[src/rtl/uart_rx_sched.sv]
// uart_rx_sched: receive byte FIFO behind an AHB-lite register view, scheduling one level irq (threshold/error/idle timeout).
// Latency: AHB response and read data registered one cycle after the address phase; irq one cycle after its cause.
// Backpressure: none toward the shifter (a full FIFO drops and flags overrun); idle timeout only with UART_RX_TIMEOUT_EN.
module uart_rx_sched #(
    parameter int DEPTH       = 8,
    parameter int CNT_W       = $clog2(DEPTH) + 1,
    parameter int TIMEOUT_CYC = 19096
) (
    input  logic        clk,
    input  logic        rst,
    input  logic        rx_byte_valid,
    input  logic [7:0]  rx_byte,
    input  logic        rx_err,
    input  logic        hsel_rx,
    input  logic [31:0] HADDR,
    input  logic        HWRITE,
    input  logic [1:0]  HTRANS,
    input  logic [31:0] HWDATA,
    output logic [31:0] HRDATA,
    output logic        HREADY,
    output logic [1:0]  HRESP,
    output logic        irq_uartRx
);
    localparam int PTR_W = $clog2(DEPTH);

    logic [7:0]       mem_q [DEPTH];
    logic [7:0]       mem_d [DEPTH];
    logic [PTR_W-1:0] wr_ptr_q, wr_ptr_d, rd_ptr_q, rd_ptr_d;
    logic [CNT_W-1:0] count_q, count_d;
    logic             ovr_q, ovr_d, ferr_q, ferr_d;
    logic [3:0]       thr_q, thr_d;
    logic             thr_ie_q, thr_ie_d, err_ie_q, err_ie_d;
    logic             wpend_q, wpend_d;
    logic [1:0]       waddr_q, waddr_d;
    logic [31:0]      hrdata_q, hrdata_d;
    logic             hready_q, hready_d;
    logic [1:0]       hresp_q, hresp_d;
    logic             irq_q, irq_d;

    logic        acc, rd_acc, wr_acc, empty, full, pop, push_ok, ovr_set, flush;
    logic        ctrl_wr, stat_wr;
    logic [1:0]  asel;
    logic [4:0]  thr_eff;
    logic [31:0] status_val, ctrl_val;
    logic        tout_flag, to_ie_flag;
    logic        unused_bits;

    assign unused_bits = ^{HADDR, HWDATA};

    assign acc     = hsel_rx && (HTRANS == 2'b10);
    assign rd_acc  = acc && !HWRITE;
    assign wr_acc  = acc && HWRITE;
    assign asel    = HADDR[3:2];
    assign empty   = (count_q == '0);
    assign full    = (count_q == CNT_W'(DEPTH));
    assign pop     = rd_acc && (asel == 2'd0) && !empty;
    assign ctrl_wr = wpend_q && (waddr_q == 2'd2);
    assign stat_wr = wpend_q && (waddr_q == 2'd1);
    assign flush   = ctrl_wr && HWDATA[16];
    // A flush discards a same-cycle byte outright, so it is neither stored nor counted as overrun.
    assign push_ok = rx_byte_valid && !flush && (!full || pop);
    assign ovr_set = rx_byte_valid && !flush && full && !pop;

`ifdef UART_RX_TIMEOUT_EN
    localparam int TO_W = $clog2(TIMEOUT_CYC) + 1;

    logic [TO_W-1:0] to_cnt_q, to_cnt_d, to_cnt_inc;
    logic            to_arm_q, to_arm_d, tout_q, tout_d, to_ie_q, to_ie_d, tout_set;

    always_comb begin
        to_cnt_d   = to_cnt_q;
        to_arm_d   = to_arm_q;
        tout_set   = 1'b0;
        to_cnt_inc = to_cnt_q + TO_W'(1);
        if (flush || push_ok || pop || empty) begin
            to_cnt_d = '0;
            if (flush)        to_arm_d = 1'b0;
            else if (push_ok) to_arm_d = 1'b1;
        end else if (to_arm_q) begin
            // Fires once as the count reaches TIMEOUT_CYC-1; only a new push re-arms it.
            if (to_cnt_inc == TO_W'(TIMEOUT_CYC - 1)) begin
                tout_set = 1'b1;
                to_cnt_d = '0;
                to_arm_d = 1'b0;
            end else begin
                to_cnt_d = to_cnt_inc;
            end
        end
        tout_d  = tout_set | (tout_q & ~(stat_wr & HWDATA[10]));
        to_ie_d = ctrl_wr ? HWDATA[10] : to_ie_q;
    end

    always_ff @(posedge clk) begin
        if (rst) begin
            to_cnt_q <= '0;
            to_arm_q <= 1'b0;
            tout_q   <= 1'b0;
            to_ie_q  <= 1'b0;
        end else begin
            to_cnt_q <= to_cnt_d;
            to_arm_q <= to_arm_d;
            tout_q   <= tout_d;
            to_ie_q  <= to_ie_d;
        end
    end

    assign tout_flag  = tout_q;
    assign to_ie_flag = to_ie_q;
`else
    assign tout_flag  = 1'b0;
    assign to_ie_flag = 1'b0;
`endif

    always_comb begin
        mem_d    = mem_q;
        wr_ptr_d = wr_ptr_q;
        rd_ptr_d = rd_ptr_q;
        count_d  = count_q;
        if (flush) begin
            wr_ptr_d = '0;
            rd_ptr_d = '0;
            count_d  = '0;
        end else begin
            if (push_ok) begin
                mem_d[wr_ptr_q] = rx_byte;
                wr_ptr_d        = wr_ptr_q + PTR_W'(1);
            end
            if (pop) rd_ptr_d = rd_ptr_q + PTR_W'(1);
            case ({push_ok, pop})
                2'b10:   count_d = count_q + CNT_W'(1);
                2'b01:   count_d = count_q - CNT_W'(1);
                default: count_d = count_q;
            endcase
        end
    end

    always_comb begin
        // A flag being set in this cycle wins over a W1C clear of it.
        ovr_d    = ovr_set | (ovr_q & ~(stat_wr & HWDATA[8]));
        ferr_d   = rx_err | (ferr_q & ~(stat_wr & HWDATA[9]));
        thr_d    = ctrl_wr ? HWDATA[3:0] : thr_q;
        thr_ie_d = ctrl_wr ? HWDATA[8] : thr_ie_q;
        err_ie_d = ctrl_wr ? HWDATA[9] : err_ie_q;
        wpend_d  = wr_acc && ((asel == 2'd1) || (asel == 2'd2));
        waddr_d  = asel;
    end

    always_comb begin
        status_val                = '0;
        status_val[CNT_W-1:0]     = count_q;
        status_val[8]             = ovr_q;
        status_val[9]             = ferr_q;
        status_val[10]            = tout_flag;
        ctrl_val                  = '0;
        ctrl_val[3:0]             = thr_q;
        ctrl_val[8]               = thr_ie_q;
        ctrl_val[9]               = err_ie_q;
        ctrl_val[10]              = to_ie_flag;

        hrdata_d = '0;
        if (rd_acc) begin
            case (asel)
                2'd0:    hrdata_d = empty ? 32'h0000_0100 : {24'h0, mem_q[rd_ptr_q]};
                2'd1:    hrdata_d = status_val;
                2'd2:    hrdata_d = ctrl_val;
                default: hrdata_d = '0;
            endcase
        end
        hready_d = !(wr_acc && (asel == 2'd0));
        hresp_d  = {1'b0, wr_acc && (asel == 2'd0)};
    end

    always_comb begin
        if (thr_q == 4'd0)                   thr_eff = 5'd1;
        else if ({1'b0, thr_q} > 5'(DEPTH))  thr_eff = 5'(DEPTH);
        else                                 thr_eff = {1'b0, thr_q};
        irq_d = (thr_ie_q && (5'(count_q) >= thr_eff))
             || (err_ie_q && (ovr_q || ferr_q))
             || (to_ie_flag && tout_flag);
    end

    always_ff @(posedge clk) begin
        mem_q <= mem_d;
    end

    always_ff @(posedge clk) begin
        if (rst) begin
            wr_ptr_q <= '0;
            rd_ptr_q <= '0;
            count_q  <= '0;
            ovr_q    <= 1'b0;
            ferr_q   <= 1'b0;
            thr_q    <= 4'd1;
            thr_ie_q <= 1'b0;
            err_ie_q <= 1'b0;
            wpend_q  <= 1'b0;
            waddr_q  <= 2'd0;
            hrdata_q <= '0;
            hready_q <= 1'b1;
            hresp_q  <= 2'd0;
            irq_q    <= 1'b0;
        end else begin
            wr_ptr_q <= wr_ptr_d;
            rd_ptr_q <= rd_ptr_d;
            count_q  <= count_d;
            ovr_q    <= ovr_d;
            ferr_q   <= ferr_d;
            thr_q    <= thr_d;
            thr_ie_q <= thr_ie_d;
            err_ie_q <= err_ie_d;
            wpend_q  <= wpend_d;
            waddr_q  <= waddr_d;
            hrdata_q <= hrdata_d;
            hready_q <= hready_d;
            hresp_q  <= hresp_d;
            irq_q    <= irq_d;
        end
    end

    assign HRDATA     = hrdata_q;
    assign HREADY     = hready_q;
    assign HRESP      = hresp_q;
    assign irq_uartRx = irq_q;
endmodule

[config.mk]
export PLATFORM = sky130hd
export DESIGN_NAME = uart_rx_sched
export DESIGN_NICKNAME = d
export VERILOG_FILES = /design/src/rtl/uart_rx_sched.sv
export SDC_FILE = /design/constraint.sdc
export NUM_CORES = 1
export LEC_CHECK = 0
export ABC_AREA = 1
export BUFFER_PORTS_ARGS = -buffer_cell sky130_fd_sc_hd__buf_4
export CAP_MARGIN = 20
export CORE_MARGIN = 3
export CORE_UTILIZATION = 45
export DETAILED_ROUTE_END_ITERATION = 16
export PLACE_DENSITY = 0.67
export SLEW_MARGIN = 10
export SYNTH_ARGS = -nofsm -noshare
export SYNTH_HDL_FRONTEND = slang
export SYNTH_SLANG_ARGS = --single-unit
[constraint.sdc]
create_clock -name clk -period 3.45 [get_ports clk]
set_clock_uncertainty 0.2 [all_clocks]
set_input_delay 0.69 -clock clk [delete_from_list [all_inputs] [get_ports clk]]
set_output_delay 0.69 -clock clk [all_outputs]
set_load 0.05 [all_outputs]
# Yosys cells after proc, flatten, opt, wreduce, memory -nomap -nowiden
# Index checks and enable logic that the tools add are counted.
[word_totals]
word_cells = 97
reg_bits = 121
output_inout_bits = 36
input_bits = 80
[classes]
mux = 11
order_cmp = 5
reduce_logical = 34
add_sub_neg = 4
n_eq_ne = 8
bitwise_logic = 12
[ops]
columns = ["operator", "count"]
rows = [
  ["bitwise mux 64 bit", 1],
  ["one-hot mux 10 bit (3 select lines)", 1],
  ["binary-select mux 8 bit (select 3 bit)", 1],
  ["demux 8 bit (select 3 bit)", 1],
  ["two-way mux 8 bit", 3],
  ["logical AND 1 bit", 17],
  ["two-way mux 9 bit", 1],
  ["equality test 2 bit (second input constant)", 4],
  ["greater-or-equal comparator 4 bit (second input constant)", 2],
  ["zero test 4 bit", 2],
  ["two-way mux 4 bit", 2],
  ["NOT 3 -> 4 bit", 2],
  ["one-hot mux 4 bit (2 select lines)", 1],
  ["adder 3 x 1 -> 3 bit (second input constant)", 2],
  ["equality test 2 x 1 -> 1 bit (second input constant)", 3],
  ["zero test 1 bit", 6],
  ["greater-or-equal comparator 4 x 5 -> 1 bit", 1],
  ["adder 4 x 1 -> 4 bit (second input constant)", 1],
  ["bitwise AND 1 bit", 4],
  ["equality test 4 bit (second input constant)", 1],
  ["greater-than comparator 4 bit (second input constant)", 1],
  ["logical OR 1 bit", 4],
  ["< comparator 4 x 1 -> 1 bit (second input constant)", 1],
  ["NOT 1 bit", 4],
  ["6 further kinds", 8],
]

# Logic depth before layout (Yosys ltp)
# Gate-level depths: netlist (run 1).
[logic_depth]
ltp_word = 9
ltp_mapped = 15
ltp_nobuf = 15

# Worst setup path after synthesis (run 1)
# OpenSTA, ideal clock, no wires.
[synth_timing]
path_kind = "input port to flip-flop"
start = "in HADDR[2]"
end = "reg count_q[2]"
n_path_buf = 0
path_stages = 14
arrival_ns = 2.321
setup_slack_ns = 0.813
setup_ns = 0.115
t_required_ns = 3.135
path_cell_list = "inv_1 ha_1 nand3_4 nand3_2 nand2_4 ha_1 nand2_1 inv_1 nor2_2 ha_1 a21oi_1 xnor2_1 o21ai_0 inv_1"
[synth_between]
elab_chain_cells = 7
[synth_lines]
columns = ["element", "line", "source"]
rows = [
  ["start, declared", "15", "input logic [31:0] HADDR,"],
  ["zero test 2 bit (*)", "56", "assign pop = rd_acc && (asel == 2'd0) && !empty;"],
  ["logical AND 1 bit (*) (2 in series)", "56", ""],
  ["logical OR 1 bit", "61", "assign push_ok = rx_byte_valid && !flush && (!full || pop);"],
  ["logical AND 1 bit", "61", ""],
  ["equality test 2 x 1 -> 1 bit or equality test 2 bit (tied branches)", "129", "case ({push_ok, pop})"],
  ["one-hot mux 4 bit (2 select lines) or nonzero test 2 bit (tied branches)", "-", ""],
  ["end signal, assigned", "205", "count_q <= count_d;"],
  ["end, declared", "29", "logic [CNT_W-1:0] count_q, count_d;"],
]
# Every way passes the cells marked *; elsewhere a longest branch is shown, timed or not.
# A chain may end at the register's enable or synchronous reset.

# Worst setup path after layout (run 1)
# Ends and elaborated chain as after synthesis.

==> results of run 1 <==
==> layer usage <==
layer  track usage (%)  part of all wire, %  up-vias
met3             3.980                  6.0        4
met2             26.05                   48       99
met1             22.18                   45     1447
met5                 0                    0        -
met4             4.255                 0.62        0
li1                  -                    -     1555
==> metrics by stage <==
stage	instances	area (µm²)	setup slack, ns	power [mW]
after floorplan	475	4572	0.8131	1.513
after global placement	621	4850	0.5169	1.560
after detailed placement	621	4850	0.4718	1.565
after CTS	637	5065	0.8616	2.349
after global routing	637	5065	0.6446	2.421
final	637	5065	0.8359	2.332
==> worst min path at each step <==
stage	from	end
2_1_floorplan	err_ie_q	err_ie_q
3_3_place_gp	err_ie_q	err_ie_q
3_5_place_dp	err_ie_q	err_ie_q
4_1_cts	err_ie_q	err_ie_q
5_1_grt	thr_ie_q	thr_ie_q
6_report	thr_ie_q	thr_ie_q
==> area by class of cell <==
type | count | area share (%)
Timing Repair Buffer | 53 | 8.103
Clock buffer | 10 | 2.717
Multi-Input combinational cell | 288 | 29.03
Sequential cell | 98 | 51.38
Tap cell | 129 | 3.187
Inverter | 53 | 4.051
Clock inverter | 6 | 1.532
==> cells in the mapped netlist (2+ instances only) <==
cell | instances | area share (%)
o21ai_0 | 30 | 3.3
a21oi_1 | 29 | 3.2
nand3_4 | 2 | 0.78
buf_4 | 26 | 4.3
buf_6 | 8 | 2.0
inv_1 | 48 | 4.0
nor2_1 | 43 | 3.6
nand3_2 | 4 | 0.89
inv_2 | 2 | 0.17
nand4_1 | 5 | 0.70
nand2_1 | 86 | 7.2
edfxtp_1 | 64 | 43
nand3_1 | 24 | 2.7
nand2_2 | 4 | 0.56
ha_1 | 13 | 3.6
o22ai_1 | 10 | 1.4
dfxtp_1 | 34 | 15
nor2_2 | 4 | 0.56
xnor2_1 | 2 | 0.39
==> worst max-delay path, cell delays in order <==
cell     delay [ns]
buf_4          0.10
inv_1          0.07
ha_1           0.28
nand3_4        0.16
nand3_2        0.15
nand2_4        0.13
ha_1           0.27
nand2_1        0.09
inv_1          0.10
nor2_2         0.05
ha_1           0.17
a21oi_1        0.15
xnor2_1        0.08
o21ai_0        0.14
inv_1          0.05
==> kinds of logic after synthesis <==
family,after synthesis,share of synthesized area [%]
fa+ha+maj,13,3.623
xor+xnor,2,0.3903
flops,98,57.97
simple gates,178,18.39
other cells,1,0.08353
buf+inv,89,11.12
compound gates,72,8.417
==> state kept, by name, summed over array words and instances, names as in the netlist <==
signal	count
thr_ie_q	1
wr_ptr_q	3
HRDATA	10
HREADY	1
rd_ptr_q	3
mem_q	64
err_ie_q	1
wpend_q	1
HRESP	1
ferr_q	1
thr_q	4
irq_uartRx	1
ovr_q	1
waddr_q	2
count_q	4
==> report_power, final <==
group,switching (mW),internal [mW],leakage [nW]
clock network,0.422,0.371,0.107
registers,0.0197,1.28,0.857
logic,0.166,0.0732,1.09
==> run_results.csv, run 1 <==
group,metric,value,unit
global_route,grt_use_total,16.26,%
critical_path,critPathLaunch,"HADDR[2]",
global_route,antenna_found_initial,0,
floorplanning,core_area,9459,µm²
critical_path,cp.required,3.51,ns
final_layout,syn_to_final_growth,12.82,%
drt,drcViolationCount,0,
drt,drtAntennaViolNets,0,
sta,final-hold-violation-count,0,
sta,fin_crit_sh,75.77,%
synthesis,yosysSeqAreaShare,57.97,%
clock_tree,postCtsHoldBufs,0,
final_layout,fillerInstances,858,
drt,drtPass1Iterations,4,
synthesis,synth_edf_count,64,
final_layout,diodes,0,
final_layout,multi_input_comb_area,1470,µm²
critical_path,r2r_start,"count_q[1]",
synthesis,async_flop_share,0,%
final_layout,final_common_cell,"nand2_1",
clock_tree,htree_levels,3,
sta,whs,0.2747,ns
sta,slew_violations,0,
hold_path,hold_depth,2,
sta,fmax,382.5,MHz
clock_tree,clock-root-buffer,"clkbuf_8",
critical_path,r2r_cells,12,
drt,drt_iter0_drc,220,
sta,setup_viol,0,
floorplanning,dieWidth,105.9,µm
placed_design,post-dp-hpwl,6.183,mm
clock_tree,clk_latency,0.36,ns
clock_tree,cts.clk_slew.worst_paths,0.10,ns
sta,rsz0062_at_grt,"false",
synthesis,synth_ff_type,"edfxtp_1",
synthesis,synthCells,453,
placed_design,io_buffers,37,
floorplanning,ios,116,
global_route,grt_pass1_vias,2852,
clock_tree,cts.path.max_buffers,2,
floorplanning,core.rowCount,35,
final_layout,final_util,53.55,%
synthesis,synth_cell_types,34,
critical_path,reg2reg_slack,1.06,ns
outcome,status,"finished, final reports clean",
clock_tree,cts_resized,0,
power_and_ir_drop,p_leak,2.050,nW
critical_path,endpoint,"count_q[2]",
drt,finalWirelength,8.908,mm
critical_path,path_class,"in -> reg",
sta,finalSetupTns,0,ns
drt,wl_per_cell,13.98,µm
drt,vias,3105,
final_layout,drive_gt1_share,18.11,%
final_layout,num-nets-final,596,
final_layout,regArea,2603,µm²
synthesis,synth_area,4489,µm²
power_and_ir_drop,power.density,460.4,nW/µm²
critical_path,crit_arrival,2.67,ns
power_and_ir_drop,ir_drop,242.4,µV
clock_tree,tritoncts,"yes",
synthesis,ys_ff_latch,98,
critical_path,crit_fanout,5,
critical_path,r2r-end,"count_q[2]",
floorplanning,die-height,105.9,µm
clock_tree,cts_buffers,9,
synthesis,syn_avg_cell_area,9.910,µm²
sta,layout_min_cycle_time,2.614,ns
hold_path,hp-class,"reg -> reg",
run,cap_violations,0,
global_route,grt_pass1_wl,14.28,mm
sta,slew_headroom,62.18,%
floorplanning,start_util,47.46,%
placed_design,place.gp.congestion,0.8154,
global_route,grt_max_degree,34,
final_layout,layout_common_cells,"nand2_1, edfxtp_1, buf_4",
sta,max_slew.worst_pin.slew,0.5653,ns
clock_tree,postCtsSetupBuffers,0,
floorplanning,die_area,11210,µm²
clock_tree,cts_sinks,98,
synthesis,yosysWarnings,0,
critical_path,cp-end-kind,"register",
critical_path,cp-start-kind,"input pin",
drt,viasPerCell,4.874,
global_route,gr-total-overflow,0,
Power figures use the tool's default switching activity.
==> inputs of run 2 (changes only) <==
- clock period: 3.45 -> 2.44 ns (I/O delays scaled with it)
==> run 2 against run 1 <==
Critical path type is now reg -> reg. Highest routed layer unchanged. Setup slack lost 0.56 ns. Sequential power rose by 42%. Wire length down 0.34%. Count of clock-buffer cells in the layout fell by 1. First-iteration DRC count shrank 37%. Final area up 1.0%.
==> run_results.csv, run 2 (synthesis gave the netlist of run 1 again) <==
group,metric,value,unit
outcome,status,"finished, final reports clean",
power_and_ir_drop,ir_drop,342.9,µV
final_layout,largest_reg_flops,64,
final_layout,syn_to_final_growth,13.96,%
floorplanning,die_area,11210,µm²
sta,fmax,461.7,MHz
clock_tree,clock-root-buffer,"clkbuf_8",
power_and_ir_drop,p_int,2.330,mW
sta,setup_viol,0,
sta,final-hold-violation-count,0,
final_layout,diodes,0,
power_and_ir_drop,pwr-share-clk,32.4,%
power_and_ir_drop,swShare,27.94,%
power_and_ir_drop,p_total,3.233,mW
final_layout,regMostFlops,"mem_q",
clock_tree,cts_buffers,9,
drt,drtAntennaViolNets,0,
sta,rsz0062_at_grt,"false",
placed_design,pre_cts_slack,-0.04147,ns
drt,finalWirelength,8.878,mm
drt,drtPass1Iterations,4,
final_layout,num-nets-final,606,
drt,drcViolationCount,0,
clock_tree,htree_levels,3,
final_layout,final_common_cell,"nand2_1",
drt,vias,3098,
critical_path,cp-start-kind,"register",
critical_path,crit_arrival,2.23,ns
final_layout,layout_common_cells,"nand2_1, edfxtp_1, buf_4",
run,cap_violations,0,
floorplanning,core.rowCount,35,
sta,slew_headroom,63.07,%
critical_path,crit_fanout,8,
sta,slew_violations,0,
clock_tree,tritoncts,"yes",
power_and_ir_drop,p_leak,2.088,nW
critical_path,cp.required,2.51,ns
floorplanning,core_area,9459,µm²
floorplanning,die-height,105.9,µm
global_route,grt_use_total,16.89,%
sta,fin_ws,0.2742,ns
global_route,antenna_found_initial,0,
final_layout,final_util,54.09,%
drt,wl_per_cell,13.72,µm
sta,layout_min_cycle_time,2.166,ns
hold_path,hp-class,"in -> reg",
sta,max_slew.worst_pin.slew,0.5532,ns
power_and_ir_drop,comb_power_share,10.8,%
global_route,grt_pass1_wl,14.52,mm
clock_tree,cts.clk_slew.worst_paths,0.11,ns
clock_tree,postCtsHoldBufs,0,
power_and_ir_drop,netSwitchingPower,0.9035,mW
floorplanning,start_util,47.46,%
clock_tree,cts.path.max_buffers,2,
power_and_ir_drop,seq_power_share,56.8,%
power_and_ir_drop,power.density,632.0,nW/µm²
sta,fin_crit_sh,88.76,%
final_layout,fillerInstances,832,
critical_path,path_class,"reg -> reg",
placed_design,post-dp-hpwl,6.188,mm
global_route,gr-total-overflow,0,
clock_tree,postCtsSetupBuffers,0,
clock_tree,cts_resized,0,
sta,finalSetupTns,0,ns
sta,whs,0.1308,ns
critical_path,cp-end-kind,"register",
drt,viasPerCell,4.788,
final_layout,drive_gt1_share,19.69,%
clock_tree,clk_latency,0.36,ns
floorplanning,dieWidth,105.9,µm
global_route,grt_max_degree,34,
global_route,grt_pass1_vias,2879,
clock_tree,cts_sinks,98,
placed_design,place.gp.congestion,0.8295,
floorplanning,ios,116,
placed_design,io_buffers,37,
drt,drt_iter0_drc,138,
==> run 2: changes by cell type in the layout (fill, tap and decap cells not counted) <==
cell,previous run,this run
clkinv_8,0,2
clkbuf_8,10,9
inv_6,3,2
buf_12,1,0
buf_4,52,63
bufinv_16,1,0
clkinv_4,0,1
==> run 2: layer usage <==
layer / part of all wire, % / GRT usage [%] / up-vias
met4: 1.1 / 5.828 / 0
met5: 0 / 0 / -
met3: 4.2 / 3.184 / 7
met1: 46 / 23.27 / 1441
li1: - / - / 1577
met2: 49 / 26.82 / 73
==> run 2: area by class of cell <==
| cell class | count | area (µm²) | area share (%) |
|---|---|---|---|
| clock buffers | 9 | 123.9 | 2.421 |
| clock inverters | 7 | 80.08 | 1.565 |
| inverters | 53 | 205.2 | 4.011 |
| multi-input cells | 288 | 1470 | 28.74 |
| flip-flops and latches | 98 | 2603 | 50.87 |
| well taps | 129 | 161.4 | 3.155 |
| repair buffers | 63 | 473.0 | 9.244 |
==> run 2: critical path: stages (launching register included) <==
cell     delay, ns
dfxtp_1       0.43
nor3_2        0.24
nand3_2       0.13
nand2_4       0.07
ha_1          0.20
nand2_1       0.07
inv_1         0.09
nor2_2        0.04
ha_1          0.17
a21oi_1       0.15
xnor2_1       0.09
o21ai_0       0.15
inv_1         0.05
==> run 2: metrics by stage <==
| stage | std cells | cell area [µm²] |
|---|---|---|
| 3_5_place_dp | 631 | 4912 |
| 5_1_grt | 647 | 5116 |
| 6_report | 647 | 5116 |
| 3_3_place_gp | 631 | 4912 |
| 4_1_cts | 647 | 5116 |
| 2_1_floorplan | 475 | 4572 |
==> run 2: path summary, 6_finish.rpt <==
check,start,to,slack [ns],cells after the start
min reg2reg,err_ie_q,err_ie_q,0.27,2
max reg2reg,count_q[1],count_q[2],0.27,12
max,count_q[1],count_q[2],0.27,12
min,rx_err,ferr_q,0.13,3
==> run 2: power by group through the flow <==
stage | registers (mW) | clock network (mW) | logic [mW]
3_3_place_gp | 1.87 | 0 | 0.343
4_1_cts | 1.84 | 1.07 | 0.353
3_5_place_dp | 1.87 | 0 | 0.352
5_1_grt | 1.84 | 1.16 | 0.387
2_1_floorplan | 1.87 | 0 | 0.267
6_report | 1.84 | 1.05 | 0.350
